[config.mk]
export PLATFORM = sky130hd
export DESIGN_NAME = ps2_frame_rx
export DESIGN_NICKNAME = d
export VERILOG_FILES = /design/src/rtl/ps2_pkg.sv /design/src/rtl/ps2_line_filter.sv /design/src/rtl/ps2_frame_rx.sv
export SDC_FILE = /design/constraint.sdc
export NUM_CORES = 1
export LEC_CHECK = 0
export BUFFER_PORTS_ARGS = -buffer_cell sky130_fd_sc_hd__buf_2
export CAP_MARGIN = 20
export CORE_ASPECT_RATIO = 1.1
export CORE_UTILIZATION = 45
export DETAILED_ROUTE_END_ITERATION = 12
export GPL_ROUTABILITY_DRIVEN = 0
export PLACE_DENSITY = 0.6
export SYNTH_ARGS = -nofsm -noshare
export SYNTH_HDL_FRONTEND = slang
export SYNTH_SLANG_ARGS = --single-unit
export TNS_END_PERCENT = 1
[constraint.sdc]
create_clock -name sys_clk -period 2.1 [get_ports sys_clk]
set_input_delay 0.42 -clock sys_clk [delete_from_list [all_inputs] [get_ports sys_clk]]
set_output_delay 0.42 -clock sys_clk [all_outputs]
set_load 0.05 [all_outputs]
[src/rtl/ps2_pkg.sv]
// Shared PS/2 receive definitions: frame-state encoding, framing constants
// and the odd-parity helpers used by the frame receiver.
package ps2_pkg;

    typedef enum logic [1:0] {
        ST_IDLE   = 2'd0,
        ST_DATA   = 2'd1,
        ST_PARITY = 2'd2,
        ST_STOP   = 2'd3
    } ps2_state_e;

    localparam logic START_BIT = 1'b0;
    localparam logic STOP_BIT  = 1'b1;
    localparam int   FRAME_LEN = 11;
    // Start, parity and stop bits surround the payload.
    localparam int   DATA_BITS = FRAME_LEN - 3;

    function automatic logic odd_parity(input logic [7:0] data);
        return ~^data;
    endfunction

    function automatic logic frame_ok(input logic [7:0] data, input logic par,
                                      input logic stop);
        return (stop == STOP_BIT) && (par == odd_parity(data));
    endfunction

endpackage

[src/rtl/ps2_line_filter.sv]
// Two-flop synchroniser followed by a FILTER_LEN-sample debouncer; outputs the
// filtered level and a one-cycle strobe on its 1->0 transition.
module ps2_line_filter #(
    parameter int FILTER_LEN = 8
) (
    input  logic clk,
    input  logic rst,
    input  logic pin,
    output logic level,
    output logic fall
);

    logic [1:0]            sync;
    logic [FILTER_LEN-1:0] samples;
    logic                  all_low;
    logic                  all_high;

    assign all_low  = ~|samples;
    assign all_high = &samples;

    // The strobe is asserted in the cycle the window turns all-low while the
    // registered level is still high, so it lasts exactly one cycle.
    assign fall = level & all_low;

    always_ff @(posedge clk) begin
        if (rst) begin
            sync    <= 2'b11;
            samples <= '1;
            level   <= 1'b1;
        end else begin
            sync    <= {sync[0], pin};
            samples <= {samples[FILTER_LEN-2:0], sync[1]};
            if (all_low) begin
                level <= 1'b0;
            end else if (all_high) begin
                level <= 1'b1;
            end
        end
    end

endmodule

[src/rtl/ps2_frame_rx.sv]
// PS/2 device-to-host frame receiver: filters the clock line, deserialises
// 11-bit frames, checks parity/stop and aborts stalled frames on timeout.
// Optional error counter output is enabled by defining PS2RX_ERR_COUNT_EN.
module ps2_frame_rx
    import ps2_pkg::*;
#(
    parameter int CLK_HZ     = 50_000_000,
    parameter int TIMEOUT_US = 200,
    parameter int FILTER_LEN = 8
) (
    input  logic       sys_clk,
    input  logic       rst,
    input  logic       PS2Clk,
    input  logic       PS2Data,
    output logic [7:0] ScanCode,
    output logic       NewCode,
    output logic       FrameErr,
    output logic       Busy
`ifdef PS2RX_ERR_COUNT_EN
    ,
    output logic [7:0] ErrCount
`endif
);

    localparam int TIMEOUT_CYCLES = (CLK_HZ / 1_000_000) * TIMEOUT_US;
    localparam int TO_W           = $clog2(TIMEOUT_CYCLES + 1);
    localparam logic [TO_W-1:0] TO_LAST = TO_W'(TIMEOUT_CYCLES - 1);

    localparam logic [1:0] IDLE   = ST_IDLE;
    localparam logic [1:0] DATA   = ST_DATA;
    localparam logic [1:0] PARITY = ST_PARITY;
    localparam logic [1:0] STOP   = ST_STOP;

    logic            clk_level;
    logic            clk_fall;
    logic            edge_event;
    logic [1:0]      data_sync;
    logic            data_bit;
    logic [1:0]      state;
    logic [2:0]      bit_cnt;
    logic [7:0]      shift;
    logic            parity_bit;
    logic [TO_W-1:0] timer;
    logic            timed_out;

    ps2_line_filter #(
        .FILTER_LEN(FILTER_LEN)
    ) u_clk_filter (
        .clk  (sys_clk),
        .rst  (rst),
        .pin  (PS2Clk),
        .level(clk_level),
        .fall (clk_fall)
    );

    // A fall is only meaningful while the filtered level is still high.
    assign edge_event = clk_fall & clk_level;
    assign data_bit   = data_sync[1];
    assign Busy       = (state != IDLE);
    assign timed_out  = (state != IDLE) && !edge_event && (timer == TO_LAST);

    always_ff @(posedge sys_clk) begin
        if (rst) begin
            data_sync <= 2'b11;
        end else begin
            data_sync <= {data_sync[0], PS2Data};
        end
    end

    always_ff @(posedge sys_clk) begin
        if (rst) begin
            state      <= IDLE;
            bit_cnt    <= '0;
            shift      <= '0;
            parity_bit <= 1'b0;
            timer      <= '0;
            ScanCode   <= 8'h00;
            NewCode    <= 1'b0;
            FrameErr   <= 1'b0;
        end else begin
            NewCode  <= 1'b0;
            FrameErr <= 1'b0;

            if (state == IDLE || edge_event) begin
                timer <= '0;
            end else begin
                timer <= timer + TO_W'(1);
            end

            if (timed_out) begin
                // Stalled frame: drop the partial byte and report it.
                state    <= IDLE;
                shift    <= '0;
                bit_cnt  <= '0;
                FrameErr <= 1'b1;
            end else if (edge_event) begin
                case (state)
                    IDLE: begin
                        if (data_bit == START_BIT) begin
                            state   <= DATA;
                            bit_cnt <= '0;
                        end
                    end
                    DATA: begin
                        shift   <= {data_bit, shift[7:1]};
                        bit_cnt <= bit_cnt + 3'd1;
                        if (bit_cnt == 3'(DATA_BITS - 1)) begin
                            state <= PARITY;
                        end
                    end
                    PARITY: begin
                        parity_bit <= data_bit;
                        state      <= STOP;
                    end
                    STOP: begin
                        if (frame_ok(shift, parity_bit, data_bit)) begin
                            ScanCode <= shift;
                            NewCode  <= 1'b1;
                        end else begin
                            FrameErr <= 1'b1;
                        end
                        state <= IDLE;
                    end
                    default: state <= IDLE;
                endcase
            end
        end
    end

`ifdef PS2RX_ERR_COUNT_EN
    always_ff @(posedge sys_clk) begin
        if (rst) begin
            ErrCount <= 8'h00;
        end else if (FrameErr && ErrCount != 8'hFF) begin
            ErrCount <= ErrCount + 8'h01;
        end
    end
`endif

endmodule
==> After elaboration in Yosys (flattened, before gate mapping) <==
Cells that the tools add are included.
{ "word_totals": {"register_bits": 51, "elab_cells": 60} }
{ "classes": {"reduce_logical": 20, "eq_ne": 9, "n_mux": 12, "bitwise_logic": 5, "n_addsub": 2} }
{ "ops": {"columns": ["operator", "n"], "rows": [
  ["adder 14 x 1 -> 14 bit, second input constant", 1],
  ["equality test 14 bit, second input constant", 1],
  ["AND reduction 3 bit", 3],
  ["one-hot mux 2 bit (4 select lines)", 1],
  ["AND reduction 8 bit", 1],
  ["OR reduction 8 bit", 1],
  ["XNOR reduction 8 bit", 1],
  ["2-to-1 mux 1 bit", 7],
  ["one-hot mux 3 bit (2 select lines)", 1],
  ["equality test 2 bit, second input constant", 2],
  ["2-to-1 mux 2 bit", 2],
  ["!= test 2 bit, second input constant", 2],
  ["AND reduction 4 bit", 1],
  ["nonzero test 2 bit", 2],
  ["OR reduction 2 bit", 2],
  ["OR reduction 4 bit", 1],
  ["adder 3 x 1 -> 3 bit, second input constant", 1],
  ["equality test 3 bit, second input constant", 1],
  ["logical AND 1 bit", 3],
  ["2-to-1 mux 3 bit", 1],
  ["inverter 1 bit", 3],
  ["bitwise AND 1 bit", 2],
  ["equality test 2 x 1 -> 1 bit, second input constant", 1],
  ["zero test 1 bit", 2],
  ["other kinds (5)", 5]
]} }

==> Logic depth before layout (Yosys ltp) <==
Gate-level depths: netlist (run 1).
{ "depth": {"word_depth": 9, "mapped_depth": 7, "ltp_nobuf": 7} }

==> Hierarchy <==
From an unflattened synthesis (run 1), not the netlist that was laid out.
{ "unflattened": {"cells_unflattened": 224, "hier_area_um2": 2198.4} }
{ "modules_own_cells": {"columns": ["module", "cells_each", "instances", "area_per_inst_um2"], "rows": [
  ["ps2_frame_rx", 193, 1, 1850.5],
  ["ps2_line_filter", 31, 1, 347.8]
]} }

==> Worst setup path before layout (run 1) <==
No wires, ideal clock.
{ "synth_path": {"kind": "flip-flop to flip-flop", "start": "reg state[0]", "end": "reg bit_cnt[0]", "arrival_time_ps": 1596, "slack_ps": 386, "required_time_ps": 1983, "period_less_slack_ps": 1714, "path_stages_with_launch": 8, "path_cell_list": "dfxtp_1 -> inv_1 -> ha_1 -> inv_1 -> mux2i_1 -> nand2_1 -> mux2i_1 -> nor2_1"} }
{ "synth_via": {"elab_chain_cells": 4} }
{ "synth_lines": {"columns": ["element", "line", "rtl"], "rows": [
  ["start, declared", "ps2_frame_rx.sv:39", "logic [1:0] state;"],
  ["start signal, assigned", "ps2_frame_rx.sv:72", "state <= IDLE;"],
  ["start signal, assigned", "ps2_frame_rx.sv:92", "state <= IDLE;"],
  ["start signal, assigned", "ps2_frame_rx.sv:100", "state <= DATA;"],
  ["nonzero test 2 bit", null, null],
  ["named net Busy", "ps2_frame_rx.sv:18", "output logic Busy"],
  ["logical AND 1 bit (2 in series)", "ps2_frame_rx.sv:60", "assign timed_out = (state != IDLE) && !edge_event && (timer == TO_LAST);"],
  ["OR reduction 2 bit (no source line)", null, null],
  ["end signal, assigned", "ps2_frame_rx.sv:106", "bit_cnt <= bit_cnt + 3'd1;"],
  ["end, declared", "ps2_frame_rx.sv:40", "logic [2:0] bit_cnt;"]
]} }
The timed path passes the listed nets, and every way through them passes these cells.
A chain may end at the register's enable or synchronous reset.

==> Final worst setup path (run 1) <==
{ "layout_path": {"start": "reg state[0]", "end": "out Busy"} }
{ "layout_via": {"elab_chain_cells": 1} }
{ "layout_lines": {"columns": ["element", "line", "rtl"], "rows": [
  ["nonzero test 2 bit", "ps2_frame_rx.sv:59", "assign Busy = (state != IDLE);"],
  ["end, declared", "ps2_frame_rx.sv:18", null]
]} }
No other way between the ends.

==> flow_metrics.tcl, run 1 <==
set metrics [dict create \
    outcome "completed" \
    syn_area_um2 2120 \
    hp-start "PS2Clk" \
    fin_crit_sh 0.882 \
    insertion_delay_ns 0.30 \
    worst_pin_slew_ns 0.406 \
    rsz0062_at_grt "no" \
    ys_warn_count 0 \
    max_stage_delay_ns 0.39 \
    cts_tree "built" \
    p_seq_frac 0.635 \
    timing.final.ws_setup_ns 0.248 \
    grt_pass1_vias 1472 \
    r2r_setup_slack_ns 0.28 \
    die-area_um2 5000 \
    sw_frac_of_total 0.212 \
    powerDensity_nw_per_um2 649 \
    portBuffers 14 \
    multiInputGateArea_um2 1040 \
    finalHoldViolations 0 \
    nNetsFinal 260 \
    drtIter0Drc 74 \
    detail_route.wl_per_cell_um 12.4 \
    core_area_um2 4410 \
    peakVddDrop_mv 0.376 \
    clkSinkCount 51 \
    drc 0 \
    critical-path-slowest-cell "dfxtp_1" \
    cts_buffers 5 \
    tns_ns 0 \
    post_dp_cell_area_um2 2280 \
    p_int_uw 1210 \
    hp-class "in -> reg" \
    dp_hpwl_um 2670 \
    crit_family "buffers and inverters" \
    power_switching_uw 325 \
    num_io_pins 15 \
    maxCapViolCount 0 \
    r2r-end "ScanCode[4]$_SDFFE_PP0P_" \
    grt_max_degree 17 \
    async_flop_share 0 \
    crit_top_cell "inv_1" \
    start_kind "register" \
    cts_setup_buffers 0 \
    num_vias 1564 \
    cts_max_level 2 \
    syn_nets 242 \
    endpoint_kind "output pin" \
    ys_types 32 \
    avgSynthCellArea_um2 9.23 \
    cts.path.max_buffers 2 \
    grt_pass1_wl_um 6410 \
    grtUsageTotal 0.171 \
    ys_ff_latch 51 \
    drv_slew 0 \
    syn_inst 230 \
    rr_startpoint "u_clk_filter.samples[5]$_SDFF_PP1_" \
    regArea_um2 1020 \
    area_growth_pct 11.2 \
    utilization 0.535 \
    die_w_um 67.5 \
    synth_seq_area_share 0.481 \
    fmax_ghz 0.540 \
    fin_crit_ns 1.85 \
    critPathKind "reg -> out" \
    fill_cells 423 \
    setup_viol 0 \
    relSlewSlack 0.727 \
    antenna_found_initial 0 \
    cp_data_arrival_time_ns 1.43 \
    ctsResizeCount 0 \
    combPwrFrac 0.015 \
    rows 25 \
    synthFlopType "dfxtp_1" \
    die_h_um 74.0 \
    start_util 0.481 \
    pre_cts_ws_ns 0.269 \
    r2r_cells 5 \
    skew_ns 0.00857 \
    antenna-diode-count 0 \
    dr.pass1.iters 4 \
    viasPerCell 5.18 \
    drtAntennaViolNets 0 \
    stdcell_area_um2 2360 \
    p_clk_frac 0.350 \
    root_buffer "clkbuf_8" \
    hold_buffers 0 \
    crit_path_max_fanout 4 \
    leakage_uw 0.000886 \
    min_to "u_clk_filter.sync[0]$_SDFF_PP1_" \
    cp.required_ns 1.68 \
    hold_path_depth 2 \
    cts.clk_slew.worst_paths_ns 0.09 \
    overflow 0 \
    synth_edf_count 0 \
    drt-total-wl_um 3750 \
    path_cells "inv_1, ha_1, inv_1, buf_2" \
    power.total_uw 1530 \
    critPathBufInv 3 \
    drive_gt1_frac 0.185 \
]
-- cell usage in the layout, fill, tap and decap left out, types with 2 or more instances in the layout --
cell type / count
a21oi_1: 20
and3_1: 3
buf_2: 14
buf_4: 5
clkbuf_8: 5
dfxtp_1: 51
ha_1: 8
inv_1: 6
mux2i_1: 3
nand2_1: 20
nand3_1: 26
nand4_1: 6
nor2_1: 21
nor3_1: 5
nor4_2: 2
nor4b_1: 2
o21ai_1: 8
or2_2: 12
xnor2_1: 6
xor2_1: 10
-- per-layer routing --
metal	GRT usage	part of all wire	up-vias
met4	0.0638	0.016	0
li1	-	-	817
met5	0	0	-
met3	0.0460	0.033	6
met1	0.203	0.47	722
met2	0.290	0.48	19
-- stage by stage --
step,instances,hold slack [ns]
after CTS,302,0.284
final,302,0.297
after global placement,295,0.393
after floorplan,230,0.389
after global routing,302,0.284
after detailed placement,295,0.395
-- area by class of cell --
cell class                      instances  share of cell area
Clock buffer                            5              0.0291
Sequential cell                        51               0.432
Timing Repair Buffer                   20              0.0541
Clock inverter                          2             0.00583
Tap cell                               54              0.0286
Multi-Input combinational cell        164               0.440
Inverter                                6             0.00954
-- how the worst max path moves through the flow --
| stage | start | end | slack, ns | cells after the start |
|---|---|---|---|---|
| final | state[0]$_SDFFE_PP0P_ | Busy | 0.25 | 4 |
| after floorplan | state[0]$_SDFFE_PP0P_ | bit_cnt[0]$_SDFFE_PP0P_ | 0.39 | 7 |
| after global routing | u_clk_filter.samples[5]$_SDFF_PP1_ | ScanCode[6]$_SDFFE_PP0P_ | 0.10 | 5 |
| after detailed placement | u_clk_filter.samples[5]$_SDFF_PP1_ | ScanCode[4]$_SDFFE_PP0P_ | 0.27 | 5 |
| after global placement | u_clk_filter.samples[5]$_SDFF_PP1_ | ScanCode[3]$_SDFFE_PP0P_ | 0.30 | 5 |
| after CTS | state[0]$_SDFFE_PP0P_ | Busy | 0.24 | 4 |
-- cells in the mapped netlist (2+ instances only) --
library cell   n  area (um2)
dfxtp_1       51        1020
nand3_1       26         130
nor2_1        21        78.8
a21oi_1       20         100
nand2_1       20        75.1
or2_2         12        75.1
xor2_1        10        87.6
ha_1           8         100
o21ai_1        8        40.0
inv_1          6        22.5
nand4_1        6        37.5
xnor2_1        6        52.6
nor3_1         5        25.0
buf_2          4        20.0
clkbuf_1       4        15.0
and3_1         3        18.8
mux2i_1        3        30.0
nor4_2         2        25.0
nor4b_1        2        17.5
-- worst reg2reg max path: cells and delay by family (launching register included) --
kind,cells,cell delay [ns]
AO/OA/AOI/OAI,2,0.31
flip-flops,1,0.33
AND/OR/NAND/NOR,3,1.07
-- power groups by stage --
| stage | sequential (uW) | combinational, uW | clock, uW |
|---|---|---|---|
| 6_report | 974 | 22.8 | 536 |
| 5_1_grt | 974 | 25.9 | 596 |
| 4_1_cts | 974 | 23.4 | 563 |
| 3_5_place_dp | 997 | 23.4 | 0 |
| 3_3_place_gp | 996 | 22.9 | 0 |
| 2_1_floorplan | 996 | 13.7 | 0 |
-- state kept, by name, summed over array words and instances, names as in the netlist --
signal,count
shift,8
timer,14
bit_cnt,3
state,2
parity_bit,1
u_clk_filter.samples,8
NewCode,1
u_clk_filter.sync,2
data_sync,2
ScanCode,8
u_clk_filter.level,1
FrameErr,1
-- logic make-up (layout without fill, tap and decap cells) --
group / after synthesis / count (layout) / share of synthesized area
flip-flops: 51 / 51 / 0.481
AO/OA/AOI/OAI: 33 / 33 / 0.0866
adder cells (fa/ha/maj): 8 / 8 / 0.0471
buffers and inverters: 15 / 33 / 0.0295
multiplexers: 3 / 3 / 0.0141
AND/OR/NAND/NOR: 100 / 100 / 0.236
XOR/XNOR: 20 / 20 / 0.105
Power figures use the tool's default switching activity.
==> run 2, diff against run 1 <==
--- a/config.mk
+++ b/config.mk
@@ -12,6 +12,7 @@
 export DETAILED_ROUTE_END_ITERATION = 12
 export GPL_ROUTABILITY_DRIVEN = 0
 export PLACE_DENSITY = 0.6
+export RECOVER_POWER = 50
 export SYNTH_ARGS = -nofsm -noshare
 export SYNTH_HDL_FRONTEND = slang
 export SYNTH_SLANG_ARGS = --single-unit
==> run 2 against run 1 <==
Net effect:
- utilization down 0.45 points
- via count down 0.38%
- flip-flop and latch count unchanged
- clock skew about the same
- cell area down 0.85%
- maximum frequency about the same
- worst setup slack worse by 0.00085 ns
- worst hold slack about the same
- die area unchanged
- combinational power down 6%
- clock-buffer cell count unchanged
==> flow_metrics.tcl, run 2 (synthesis gave the netlist of run 1 again) <==
set metrics [dict create \
    drc 0 \
    max_stage_delay_ns 0.39 \
    p_clk_frac 0.350 \
    largest_reg_flops 14 \
    power_switching_uw 324 \
    p_int_uw 1210 \
    dr.max_layer_used "met4" \
    cp_data_arrival_time_ns 1.43 \
    area_growth_pct 10.3 \
    fin_crit_sh 0.882 \
    leakage_uw 0.000835 \
    drv_slew 0 \
    dp_hpwl_um 2670 \
    die-area_um2 5000 \
    portBuffers 14 \
    hp-class "in -> reg" \
    critPathKind "reg -> out" \
    pre_cts_ws_ns 0.269 \
    utilization 0.531 \
    route.met3.wl_um 107 \
    nNetsFinal 260 \
    sw_frac_of_total 0.212 \
    cts_setup_buffers 0 \
    die_w_um 67.5 \
    detail_route.wl_per_cell_um 12.5 \
    dr.pass1.iters 4 \
    grtUsageTotal 0.171 \
    cts_buffers 5 \
    top_register "timer" \
    die_h_um 74.0 \
    antenna_found_initial 0 \
    drtAntennaViolNets 0 \
    ctsResizeCount 0 \
    viasPerCell 5.16 \
    tns_ns 0 \
    maxCapViolCount 0 \
    route.met2.wl_um 1790 \
    rows 25 \
    hold_buffers 0 \
    root_buffer "clkbuf_8" \
    timing.hold.ws_ns 0.297 \
    setup_viol 0 \
    drt-total-wl_um 3770 \
    final_common_cell "dfxtp_1" \
    critical-path-slowest-cell "dfxtp_1" \
    overflow 0 \
    antenna-diode-count 0 \
    relSlewSlack 0.601 \
    drive_gt1_frac 0.137 \
    final_cell_mix "dfxtp_1, nand3_1, nor2_1" \
    skew_ns 0.00843 \
    peakVddDrop_mv 0.374 \
    finalHoldViolations 0 \
    core_area_um2 4410 \
    start_kind "register" \
    clkSinkCount 51 \
    num_vias 1558 \
    endpoint_kind "output pin" \
    worst_pin_slew_ns 0.601 \
    num_io_pins 15 \
    cts_tree "built" \
    drt-met1-wl_um 1810 \
    powerDensity_nw_per_um2 654 \
    crit_path_max_fanout 4 \
    cts.clk_slew.worst_paths_ns 0.09 \
    cp.required_ns 1.68 \
    cts_max_level 2 \
    fmax_ghz 0.540 \
    crit_top_cell "inv_1" \
    grt_max_degree 17 \
    timing.final.ws_setup_ns 0.247 \
    rsz0062_at_grt "no" \
    grt_pass1_wl_um 6410 \
    outcome "completed" \
    start_util 0.481 \
    grt_pass1_vias 1472 \
    path_cells "inv_1, ha_1, inv_1, buf_2" \
    combPwrFrac 0.014 \
    drtIter0Drc 72 \
    fin_crit_ns 1.85 \
    p_seq_frac 0.636 \
    insertion_delay_ns 0.30 \
    cts.path.max_buffers 2 \
]
## run 2: cell types whose count changed in the layout (fill, tap and decap cells not counted), sizes merged
cell    change
buf        -13
clkbuf     +13
## run 2: layout make-up
type	instances	area, um2
Sequential cell	51	1020
Fill cell	431	2070
Clock inverter	2	13.8
Inverter	6	22.5
Multi-Input combinational cell	164	1040
Clock buffer	5	68.8
Timing Repair Buffer	20	108
Tap cell	54	67.6
## run 2: power by group through the flow
stage	combinational, uW	clock [uW]	sequential (uW)
2_1_floorplan	13.7	0	996
3_3_place_gp	22.9	0	996
3_5_place_dp	23.4	0	997
4_1_cts	23.4	563	974
5_1_grt	24.7	596	974
6_report	21.5	536	974
## run 2: worst max-delay path: cells and delay by family (launching register included)
| family | cells | cell delay, ns |
|---|---|---|
| flops | 1 | 0.39 |
| buf+inv | 3 | 0.51 |
| fa+ha+maj | 1 | 0.24 |
## run 2: worst paths after layout
path                                                   endpoint  slack [ns]                                from  cells past startpoint
worst min-delay path            u_clk_filter.sync[0]$_SDFF_PP1_        0.30                              PS2Clk                      2
worst min register to register          data_sync[1]$_SDFF_PP1_        0.41             data_sync[0]$_SDFF_PP1_                      1
worst max-delay path                                       Busy        0.25               state[0]$_SDFFE_PP0P_                      4
worst max register to register         ScanCode[4]$_SDFFE_PP0P_        0.26  u_clk_filter.samples[5]$_SDFF_PP1_                      5
## run 2: routing by layer
layer  up-vias  track usage
met5         -            0
met4         0       0.0638
met3         6       0.0460
met2        17        0.290
met1       718        0.203
li1        817            -
## run 2: metrics by stage
stage | instance area, um2 | instances | total power (uW)
finish | 2340 | 302 | 1530
global placement | 2280 | 295 | 1020
detailed placement | 2280 | 295 | 1020
floorplan | 2120 | 230 | 1010
global route | 2340 | 302 | 1600
CTS | 2360 | 302 | 1560
